==> src/rtl/fan_pkg.sv <==
// Shared types and default widths for the fan PWM controller.
package fan_pkg;

  localparam int unsigned CNT_W_DEF  = 16;
  localparam int unsigned STEP_W_DEF = 8;

  typedef enum logic [1:0] {
    IDLE = 2'd0,
    RAMP = 2'd1,
    RUN  = 2'd2
  } fan_state_t;

endpackage

==> src/rtl/pwm_counter.sv <==
// Period counter with boundary detect and registered duty compare.
module pwm_counter import fan_pkg::*; #(
  parameter int unsigned CNT_W = CNT_W_DEF
) (
  input  logic             clk,
  input  logic             rst,
  input  logic             run,
  input  logic             pwm_en,
  input  logic [CNT_W-1:0] per_a,
  input  logic [CNT_W-1:0] duty_cur,
  output logic             boundary,
  output logic             pwm
);

  logic [CNT_W-1:0] cnt;

  assign boundary = run && (cnt == per_a);

  always_ff @(posedge clk or posedge rst) begin
    if (rst) begin
      cnt <= '0;
      pwm <= 1'b0;
    end else begin
      if (!run || boundary) cnt <= '0;
      else                  cnt <= cnt + 1'b1;
      // pwm_en looks at the next state so the output is already low in the first IDLE cycle
      pwm <= pwm_en && (cnt < duty_cur);
    end
  end

endmodule

==> src/rtl/fan_pwm_ctrl.sv <==
// Fan PWM controller: shadowed config, boundary-aligned reload and duty ramping.
module fan_pwm_ctrl import fan_pkg::*; #(
  parameter int unsigned CNT_W  = CNT_W_DEF,
  parameter int unsigned STEP_W = STEP_W_DEF
) (
  input  logic              axi_aclk,
  input  logic              axi_areset,
  input  logic              cfg_enable,
  input  logic [CNT_W-1:0]  cfg_period,
  input  logic [CNT_W-1:0]  cfg_duty,
  input  logic [STEP_W-1:0] cfg_ramp_step,
  input  logic              cfg_update,
  output logic              fan_pwm,
  output logic              period_tick,
  output logic [CNT_W-1:0]  duty_cur,
  output logic              ramping
);

  fan_state_t        state, state_next;
  logic [CNT_W-1:0]  sh_per, sh_duty, per_a, tgt_a;
  logic [STEP_W-1:0] sh_step, step_a;
  logic [CNT_W-1:0]  duty_next, ramp_next;
  logic [CNT_W:0]    step_x, up_sum, dn_gap;
  logic              load_act, boundary, run, pwm_en;

  assign run         = (state != IDLE);
  assign pwm_en      = (state_next != IDLE);
  assign period_tick = boundary;
  assign ramping     = (state == RAMP);

  pwm_counter #(.CNT_W(CNT_W)) u_cnt (
    .clk      (axi_aclk),
    .rst      (axi_areset),
    .run      (run),
    .pwm_en   (pwm_en),
    .per_a    (per_a),
    .duty_cur (duty_cur),
    .boundary (boundary),
    .pwm      (fan_pwm)
  );

  // One extra bit keeps the sum and the gap free of wrap-around
  always_comb begin
    step_x    = (CNT_W+1)'(step_a);
    up_sum    = {1'b0, duty_cur} + step_x;
    dn_gap    = {1'b0, duty_cur} - {1'b0, tgt_a};
    ramp_next = tgt_a;
    if (step_a != '0) begin
      if (duty_cur < tgt_a) begin
        if (up_sum < {1'b0, tgt_a}) ramp_next = up_sum[CNT_W-1:0];
      end else if (dn_gap > step_x) begin
        ramp_next = duty_cur - step_x[CNT_W-1:0];
      end
    end
  end

  always_comb begin
    state_next = state;
    duty_next  = duty_cur;
    load_act   = 1'b0;
    unique case (state)
      IDLE: begin
        duty_next = '0;
        if (cfg_enable) begin
          load_act   = 1'b1;
          state_next = RAMP;
        end
      end
      RAMP, RUN: begin
        if (boundary) begin
          load_act = 1'b1;
          if (!cfg_enable) begin
            duty_next  = '0;
            state_next = IDLE;
          end else begin
            if (state == RAMP) duty_next = ramp_next;
            // compare against the target being loaded at this same edge
            state_next = (duty_next == sh_duty) ? RUN : RAMP;
          end
        end
      end
      default: begin
        duty_next  = '0;
        state_next = IDLE;
      end
    endcase
  end

  always_ff @(posedge axi_aclk or posedge axi_areset) begin
    if (axi_areset) begin
      state    <= IDLE;
      duty_cur <= '0;
      sh_per   <= '0;
      sh_duty  <= '0;
      sh_step  <= '0;
      per_a    <= '0;
      tgt_a    <= '0;
      step_a   <= '0;
    end else begin
      state    <= state_next;
      duty_cur <= duty_next;
      if (cfg_update) begin
        sh_per  <= cfg_period;
        sh_duty <= cfg_duty;
        sh_step <= cfg_ramp_step;
      end
      if (load_act) begin
        per_a  <= sh_per;
        tgt_a  <= sh_duty;
        step_a <= sh_step;
      end
    end
  end

endmodule

==> config.mk <==
export PLATFORM = sky130hd
export DESIGN_NAME = fan_pwm_ctrl
export DESIGN_NICKNAME = d
export VERILOG_FILES = /design/src/rtl/fan_pkg.sv /design/src/rtl/pwm_counter.sv /design/src/rtl/fan_pwm_ctrl.sv
export SDC_FILE = /design/constraint.sdc
export NUM_CORES = 1
export LEC_CHECK = 0
export BUFFER_PORTS_ARGS = -buffer_cell sky130_fd_sc_hd__buf_2
export CORE_ASPECT_RATIO = 2
export CORE_UTILIZATION = 51
export CTS_BUF_LIST = sky130_fd_sc_hd__clkbuf_8
export CTS_CLUSTER_SIZE = 28
export DETAILED_ROUTE_END_ITERATION = 16
export MAX_ROUTING_LAYER = met4
export PLACE_DENSITY_LB_ADDON = 0.15
export SLEW_MARGIN = 0
export SYNTH_ARGS = -nofsm -noshare
export SYNTH_HDL_FRONTEND = slang
export SYNTH_HIERARCHICAL = 1
export SYNTH_SLANG_ARGS = --single-unit
==> constraint.sdc <==
create_clock -name axi_aclk -period 7.7 [get_ports axi_aclk]
set_input_delay 1.155 -clock axi_aclk [delete_from_list [all_inputs] [get_ports axi_aclk]]
set_output_delay 1.155 -clock axi_aclk [all_outputs]
set_load 0.03 [all_outputs]
==> flow_summary.toml, run 1 <==
[timing]
hold_violations = 0
tns_ps = 0
timing.fmax_ghz = 0.1576
fin_skew_ps = 17.05
post-route-period-util_pct = 82.42
fin_crit_ps = 6346
slew_headroom_pct = 2.756
worstMarginPinSlew_ps = 1422
setup_viol = 0
rsz0062_at_grt = "false"
setup_slack_ps = 1354
slew_viol_final = 0
whs_ps = 486.0

[layout]
synthToLayoutAreaGrowth_pct = 9.855
drive_gt1_share_pct = 17.04
final_common_cell = "dfrtp_1"
final_util_pct = 57.58
mostFrequentLayoutCells = "dfrtp_1, nand2_1, o21ai_0, ha_1, nor2_1"
final_nets = 1188
insertedDiodeCount = 0

[detailed_routing]
num_vias = 8088
drt-pass1-iter-count = 5
drt-vias-per-instance = 6.270
final_antenna_net_count = 0
initialDrtViolationCount = 579
remaining_drc_errors = 0
wl_mm = 30.65
wl_per_cell_um = 23.76

[synth]
synth_area_per_cell_sq_um = 8.797
syn-cell-area_sq_um = 9052
synth_seq_cells = 115
yosys_most_used_dff = "dfrtp_1"
synth_edf_count = 0
yosysSeqAreaShare_pct = 31.79
synth_cell_types = 73
netlist_instances = 1029
async_flop_share_pct = 100.0
syn_nets = 1150
synth_warnings = 6

[worst_setup_path]
critPathKind = "flip-flop to flip-flop"
critPathMaxFanout = 10
worst_r2r_path_depth = 20
crit_start = "duty_cur[1]"
r2r_start = "duty_cur[1]"
worst_setup_path_start_kind = "flip-flop"
worstPathRequired_ps = 8050
crit_arrival_ps = 6700
critPathCapture = "state[0]"
endpoint_kind = "flip-flop"
ff2ff_setup_slack_ps = 1350
r2r-end = "state[0]"

[cts]
ctsResizeCount = 0
hold_buffers = 0
cts_tree = "done"
cts_buffers = 17
clk_pin_slew_ps = 80
cts.path.max_buffers = 2
cts-root-buf = "clkbuf_8"
clk_latency_ps = 470
cts_max_level = 4
cts_sinks = 115
post_cts_buffers = 0

[pwr]
cellPowerDensity_nw_per_um2 = 313.5
max-vdd-ir-drop_uv = 220.9
power.leakage_nw = 4.487
p_total_w = 0.003118

[placement]
post-dp-hpwl_mm = 23.36
pre_cts_ws_ps = 1484
gp_congestion = 1.015
buffer_ports.inserted = 62

[global_routing]
overflow = 0
grt_max_degree = 57
grt_pass1_vias = 8108
antenna_found_initial = 0
gr-usage-all-layers_pct = 36.33
grt_pass1_wl_mm = 46.25

[floorplan]
die_x_um = 96.21
die-area_sq_um = 18320
die_y_um = 190.4
initial_core_util_pct = 52.41
coreArea_sq_um = 17270
ios = 63
row_count = 68

[job]
maxCapViolCount = 1

[run_status]
status = "finished, violations left"
violations = "capacitance limit"

[min_path]
min_path_type = "flip-flop to flip-flop"
==> flip-flops by register name, indices dropped and copies added (netlist names) <==
signal / cells
u_cnt/cnt: 16
step_a: 8
sh_per: 16
duty_cur: 16
tgt_a: 16
state: 2
sh_duty: 16
u_cnt/pwm: 1
sh_step: 8
per_a: 16
==> worst max-delay path: stages (launching register included) <==
cell and delay, ps:
dfrtp_1 610, inv_1 120, fa_1 470, nor3_1 300
o31ai_1 160, a211oi_1 400, nand4_1 160, xnor2_1 340
ha_1 320, a21o_1 160, a21oi_1 150, o21a_1 140
o311ai_0 180, nor2_1 620, mux2_2 440, xnor2_1 140
a211oi_1 160, a2111oi_1 430, nand4_1 140, or3_1 410
o41a_1 370
==> synth_stat cells (6+ instances only) <==
master      n  area share, %
a21o_1      9           0.75
and3_1     10           0.69
and2_1     10           0.69
nand2_1    84            3.5
mux2_2     62            7.7
a21oi_1    67            3.7
nor3_1     14           0.77
nor4_1     14           0.97
clkbuf_1   39            1.6
or3_1      10           0.69
o22ai_1     9           0.62
a211oi_1   16            1.3
nand3_1    27            1.5
mux2i_1    13            1.4
o21ai_0    79            4.4
o211ai_1    8           0.66
o21a_1      9           0.75
nand2b_1   15            1.0
inv_1      68            2.8
buf_1       6           0.25
nor2_1     74            3.1
dfrtp_1   115             32
ha_1       74             10
xnor2_1    46            4.5
xor2_1     38            3.7
nor2b_1     9           0.62
nand4_1    15            1.0
==> area by class of cell <==
class,count,area [sq um]
flip-flops and latches,115,2878
repair buffers,71,377.9
inverters,68,257.7
fillers,1604,7327
multi-input cells,794,5708
clock buffers,17,234.0
well taps,210,262.8
clock inverters,15,226.5
==> per-stage QoR <==
step | instance area, sq um | std cells
after detailed placement | 9484 | 1258
after floorplan | 9052 | 1029
after global placement | 9484 | 1258
after CTS | 9945 | 1290
after global routing | 9945 | 1290
final | 9945 | 1290
==> worst min-delay path by stage <==
stage,start,endpoint,slack [ps],cells after the start
2_1_floorplan,sh_step[1],step_a[1],450,2
3_3_place_gp,sh_step[1],step_a[1],460,2
3_5_place_dp,sh_step[1],step_a[1],470,2
4_1_cts,sh_step[1],step_a[1],490,2
5_1_grt,sh_per[5],sh_per[5],520,1
6_report,sh_step[1],step_a[1],490,2
==> cells by family (layout without fill, tap and decap cells) <==
family,count (synthesis),in the layout,synth area share [%]
xor gates and xnor gates,84,84,8.127
adders and majority gates,77,77,10.89
and+or+nand+nor,306,306,17.04
AOI/OAI and AO/OA,251,251,17.51
muxes,76,76,9.399
DFF,115,115,31.79
buffers and inverters,120,171,5.238
==> report_power, final <==
part | total (W) | internal (W) | switching, W
logic | 0.00155 | 0.000580 | 0.000973
registers | 0.000888 | 0.000742 | 0.000146
clock network | 0.000678 | 0.000388 | 0.000290
==> metal layers <==
layer  up-vias  wire [um]  global-route usage [%]  share of wire, %
met2       305      15900                   61.16                52
met5         -          0                       -                 0
li1       3737          -                       -                 -
met1      3902      10470                   35.29                34
met4         0       2659                   29.16               8.7
met3       144       1616                   6.659               5.3
No activity file was read; power rests on OpenSTA's default activity.
==> run 2, diff against run 1 <==
--- a/config.mk
+++ b/config.mk
@@ -5,6 +5,7 @@
 export SDC_FILE = /design/constraint.sdc
 export NUM_CORES = 1
 export LEC_CHECK = 0
+export ABC_AREA = 1
 export BUFFER_PORTS_ARGS = -buffer_cell sky130_fd_sc_hd__buf_2
 export CORE_ASPECT_RATIO = 2
 export CORE_UTILIZATION = 51
==> constraint.sdc (replaced) <==
create_clock -name axi_aclk -period 6.2 [get_ports axi_aclk]
set_input_delay 0.93 -clock axi_aclk [delete_from_list [all_inputs] [get_ports axi_aclk]]
set_output_delay 0.93 -clock axi_aclk [all_outputs]
set_load 0.03 [all_outputs]
==> flow_summary.toml, run 2 <==
[run_status]
status = "completed"

[cts]
cts_sinks = 115
cts.path.max_buffers = 2
cts_buffers = 17
clk_pin_slew_ps = 80
cts_tree = "done"
ctsResizeCount = 0
post_cts_buffers = 0
cts_max_level = 4
hold_buffers = 0
cts-root-buf = "clkbuf_8"
clk_latency_ps = 450

[timing]
setup_viol = 0
timing.fmax_ghz = 0.1812
fin_crit_ps = 5520
slew_headroom_pct = 47.97
whs_ps = 508.3
hold_violations = 0
tns_ps = 0
worstMarginPinSlew_ps = 780.4
slew_viol_final = 0
post-route-period-util_pct = 89.03
fin_skew_ps = 12.38
rsz0062_at_grt = "false"

[worst_setup_path]
crit_arrival_ps = 5890
r2r-end = "u_cnt/pwm"
r2r_start = "duty_cur[2]"
critPathCapture = "u_cnt/pwm"
max_stage_delay_ps = 510
worstPathRequired_ps = 6570
critPathKind = "flip-flop to flip-flop"
worst_r2r_path_depth = 36
cpMaxStageDelayCell = "ha_1"
path_common_cell = "nand2_1"
critPathMaxFanout = 14
endpoint_kind = "flip-flop"
worst_setup_path_start_kind = "flip-flop"
ff2ff_setup_slack_ps = 680
crit_start = "duty_cur[2]"

[placement]
post-dp-hpwl_mm = 20.48
gp_congestion = 0.9734
place_area_sq_um = 9694
buffer_ports.inserted = 62

[layout]
drive_gt1_share_pct = 12.43
fin_area_sq_um = 10090
mostFrequentLayoutCells = "nand2_1, inv_1, dfrtp_1, o21ai_0, nand3_1"
insertedDiodeCount = 0
synthToLayoutAreaGrowth_pct = 8.502
final_common_cell = "nand2_1"
final_nets = 1548

[synth]
netlist_instances = 1376
synth_compound_area_share_pct = 9.942
synth-simple-area-share_pct = 33.22
syn_nets = 1497
synth_top_family_by_area = "simple AND/OR/NAND/NOR gates"
synth_area_leaders = "dfrtp_1, nand2_1, ha_1, inv_1, o21ai_0"
syn-cell-area_sq_um = 9300
synth_common_cells = "nand2_1, inv_1, dfrtp_1"
muxShareOfSynthArea_pct = 0
synth_top_area_share_pct = 30.94
yosysSeqAreaShare_pct = 30.94
synth_edf_count = 0
synth_cell_types = 46
yosys_most_used_dff = "dfrtp_1"
synth_warnings = 6
yosysMostFrequentCell = "nand2_1"
synthAdderAreaFrac_pct = 10.60
yosys.area.top_type = "dfrtp_1"
synth_seq_cells = 115
async_flop_share_pct = 100.0
yosys.area_share.xor_xnor_pct = 3.673
synth_area_per_cell_sq_um = 6.759

[detailed_routing]
num_vias = 8606
remaining_drc_errors = 0
wl_mm = 25.61
drt-pass1-iter-count = 6
final_antenna_net_count = 0
initialDrtViolationCount = 377
drt-vias-per-instance = 5.206
wl_per_cell_um = 15.49

[floorplan]
die-area_sq_um = 18810
ios = 63
coreArea_sq_um = 17780
die_y_um = 193.0
initial_core_util_pct = 52.29
die_x_um = 97.49
row_count = 69

[min_path]
min_path_type = "flip-flop to flip-flop"
hold_start = "per_a[7]"

[global_routing]
antenna_found_initial = 0
grt_max_degree = 81
gr-usage-all-layers_pct = 29.03
grt_pass1_wl_mm = 41.07
overflow = 0
grt_pass1_vias = 8391

[pwr]
p_total_w = 0.003858
max-vdd-ir-drop_uv = 249.0
cellPowerDensity_nw_per_um2 = 382.3
power.leakage_nw = 5.507

[job]
maxCapViolCount = 0
run 2: cell count changes in the layout (fill, tap and decap cells not counted), moves of 16 or more:
| cell | previous run | this run |
|---|---|---|
| nand3_2 | 1 | 17 |
| xnor2_1 | 46 | 1 |
| inv_1 | 68 | 217 |
| nor2_2 | 0 | 22 |
| nand3_1 | 27 | 92 |
| nand2_2 | 1 | 25 |
| a21oi_1 | 67 | 48 |
| nand2_1 | 84 | 456 |
| mux2_2 | 62 | 0 |
run 2: worst min-delay path by stage:
stage	end	slack (ps)	cells past startpoint
after floorplan	per_a[0]	470	2
after global placement	per_a[8]	490	2
after detailed placement	per_a[11]	490	2
after CTS	per_a[11]	510	2
after global routing	sh_per[13]	530	2
final	per_a[7]	510	2
run 2: cell type report:
| class | instances | area (sq um) |
|---|---|---|
| Clock buffer | 19 | 261.5 |
| Clock inverter | 13 | 135.1 |
| Fill cell | 1801 | 7694 |
| Inverter | 226 | 850.8 |
| Multi-Input combinational cell | 999 | 5344 |
| Sequential cell | 115 | 2878 |
| Tap cell | 213 | 266.5 |
| Timing Repair Buffer | 68 | 355.3 |
run 2: critical path: cells and delay by family (launching register included):
family	cells	cell delay, ps
flops	1	490
xor+xnor	1	250
compound gates	7	1330
buf+inv	2	310
simple gates	24	2300
fa+ha+maj	2	780
run 2: power breakdown:
part,internal (W),switching [W]
clock,0.000376,0.000316
sequential,0.000918,0.000188
combinational,0.000692,0.00137
run 2: stage by stage:
| step | worst slack, ps | utilization (%) | std cells |
|---|---|---|---|
| 2_1_floorplan | 1697 | - | 1376 |
| 3_3_place_gp | 746.3 | 54.51 | 1621 |
| 3_5_place_dp | 693.6 | 54.51 | 1621 |
| 4_1_cts | 671.3 | 56.74 | 1653 |
| 5_1_grt | 130.2 | 56.74 | 1653 |
| 6_report | 680.1 | 56.74 | 1653 |
run 2: cell families after synthesis:
| kind of cell | count (synthesis) |
|---|---|
| AO/OA/AOI/OAI | 172 |
| XOR/XNOR | 39 |
| adder cells (fa/ha/maj) | 77 |
| buffers and inverters | 262 |
| flip-flops | 115 |
| AND/OR/NAND/NOR | 711 |
run 2: per-layer routing:
metal	GRT usage, %	up-vias	part of all wire, %
li1	-	4416	-
met1	28.30	3966	37
met2	55.41	165	56
met3	3.461	59	2.4
met4	15.44	0	5.1
met5	-	-	0
==> run 3, diff against run 2 <==
--- a/config.mk
+++ b/config.mk
@@ -8,7 +8,7 @@
 export ABC_AREA = 1
 export BUFFER_PORTS_ARGS = -buffer_cell sky130_fd_sc_hd__buf_2
 export CORE_ASPECT_RATIO = 2
-export CORE_UTILIZATION = 51
+export CORE_UTILIZATION = 55
 export CTS_BUF_LIST = sky130_fd_sc_hd__clkbuf_8
 export CTS_CLUSTER_SIZE = 28
 export DETAILED_ROUTE_END_ITERATION = 16
==> flow_summary.toml, run 3 (synthesis gave the netlist of run 2 again) <==
[placement]
buffer_ports.inserted = 62
gp_congestion = 1.006
post-dp-hpwl_mm = 21.18

[layout]
final_common_cell = "nand2_1"
final_nets = 1548
synthToLayoutAreaGrowth_pct = 8.920
insertedDiodeCount = 0
drive_gt1_share_pct = 12.29
mostFrequentLayoutCells = "nand2_1, inv_1, dfrtp_1, o21ai_0, nand3_1"

[timing]
timing.fmax_ghz = 0.1823
slew_headroom_pct = 34.58
setup_viol = 0
hold_violations = 0
post-route-period-util_pct = 88.47
worstMarginPinSlew_ps = 980.2
fin_skew_ps = 13.51
slew_viol_final = 0
rsz0062_at_grt = "false"
tns_ps = 0
fin_crit_ps = 5485

[worst_setup_path]
crit_family = "simple AND/OR/NAND/NOR gates"
critPathBufInv = 3
max_stage_delay_ps = 460
worstPathRequired_ps = 6560
cpMaxStageDelayCell = "fa_1"
path_common_cell = "nand2_1"
crit_cells = 36
endpoint_kind = "flip-flop"
crit_arrival_ps = 5840
critPathKind = "flip-flop to flip-flop"
worst_setup_path_start_kind = "flip-flop"
critPathMaxFanout = 16
worst_r2r_path_depth = 36

[min_path]
min_path_type = "flip-flop to flip-flop"
worstHoldPathCells = 2

[detailed_routing]
remaining_drc_errors = 0
drt-pass1-iter-count = 7
num_vias = 8862
wl_per_cell_um = 16.29
final_antenna_net_count = 0
drt-vias-per-instance = 5.391
initialDrtViolationCount = 444
wl_mm = 26.78

[global_routing]
grt_max_degree = 81
overflow = 0
antenna_found_initial = 0
gr-usage-all-layers_pct = 33.40
grt_pass1_wl_mm = 42.22
grt_pass1_vias = 8546

[pwr]
switching_share_pct = 47.44
power.leakage_nw = 5.537
combPwrFrac_pct = 52.3
cellPowerDensity_nw_per_um2 = 392.6
max-vdd-ir-drop_uv = 314.4
p_int_w = 0.002091
clkPwrFrac_pct = 19.5
power_frac_seq_pct = 28.2
power_switching_w = 0.001887
p_total_w = 0.003977

[floorplan]
die_x_um = 93.95
ios = 63
die-area_sq_um = 17470
die_y_um = 185.9
coreArea_sq_um = 16430
row_count = 66
initial_core_util_pct = 56.59

[cts]
clk_latency_ps = 440
cts_max_level = 4
clk_pin_slew_ps = 70
cts.path.max_buffers = 2
ctsResizeCount = 0
hold_buffers = 0
post_cts_buffers = 0
cts_sinks = 115
cts_buffers = 17
cts-root-buf = "clkbuf_8"
cts_tree = "done"

[job]
maxCapViolCount = 0

[run_status]
status = "completed"
-- run 3: cell types whose count changed in the layout (fill, tap and decap cells not counted) --
cell | previous run | this run
clkinv_4 | 4 | 0
inv_1 | 217 | 219
bufinv_16 | 2 | 4
clkbuf_8 | 19 | 21
clkinv_2 | 5 | 3
-- run 3: through the flow --
stage	area, sq um	hold WS [ps]	utilization [%]	std cells	worst slack (ps)
2_1_floorplan	9300	474.6	-	1376	1697
3_3_place_gp	9683	491.4	58.92	1612	825.5
3_5_place_dp	9683	499.0	58.92	1612	796.1
4_1_cts	10130	512.7	61.64	1644	758.8
5_1_grt	10130	537.6	61.64	1644	315.0
6_report	10130	507.7	61.64	1644	715.2
-- run 3: per-layer routing --
metal	track usage, %	up-vias	part of all wire [%]
met2	60.73	268	53
met1	31.54	4071	35
met5	-	-	0
met4	23.51	0	7.6
li1	-	4412	-
met3	4.657	111	3.4
-- run 3: final timing paths --
| path | startpoint | to | slack [ps] |
|---|---|---|---|
| worst max-delay path | duty_cur[0] | u_cnt/pwm | 720 |
| worst min-delay path | per_a[6] | per_a[6] | 510 |
| worst max register to register | duty_cur[0] | u_cnt/pwm | 720 |
| worst min register to register | per_a[6] | per_a[6] | 510 |
| max in group asynchronous | axi_areset | duty_cur[1] | 4520 |
| min in group asynchronous | axi_areset | sh_per[7] | 560 |
-- run 3: worst reg2reg max path: cells and delay by family, from the launching register on --
family	cells	cell delay, ps
AND/OR/NAND/NOR	27	3220
adder cells (fa/ha/maj)	3	1010
flip-flops	1	440
buffers and inverters	3	310
AO/OA/AOI/OAI	2	240
XOR/XNOR	1	190
-- run 3: layout make-up --
| type | count | area (sq um) |
|---|---|---|
| clock buffers | 21 | 289.0 |
| well taps | 204 | 255.2 |
| fillers | 1594 | 6304 |
| multi-input cells | 999 | 5344 |
| clock inverters | 11 | 157.7 |
| flip-flops and latches | 115 | 2878 |
| inverters | 226 | 850.8 |
| repair buffers | 68 | 355.3 |
-- run 3: power by group through the flow --
stage / clock network (W) / logic, W / registers [W]
floorplan: 0 / 0.00159 / 0.00106
global placement: 0 / 0.00203 / 0.00112
detailed placement: 0 / 0.00205 / 0.00113
CTS: 0.000790 / 0.00207 / 0.00112
global route: 0.000820 / 0.00236 / 0.00114
finish: 0.000776 / 0.00208 / 0.00112
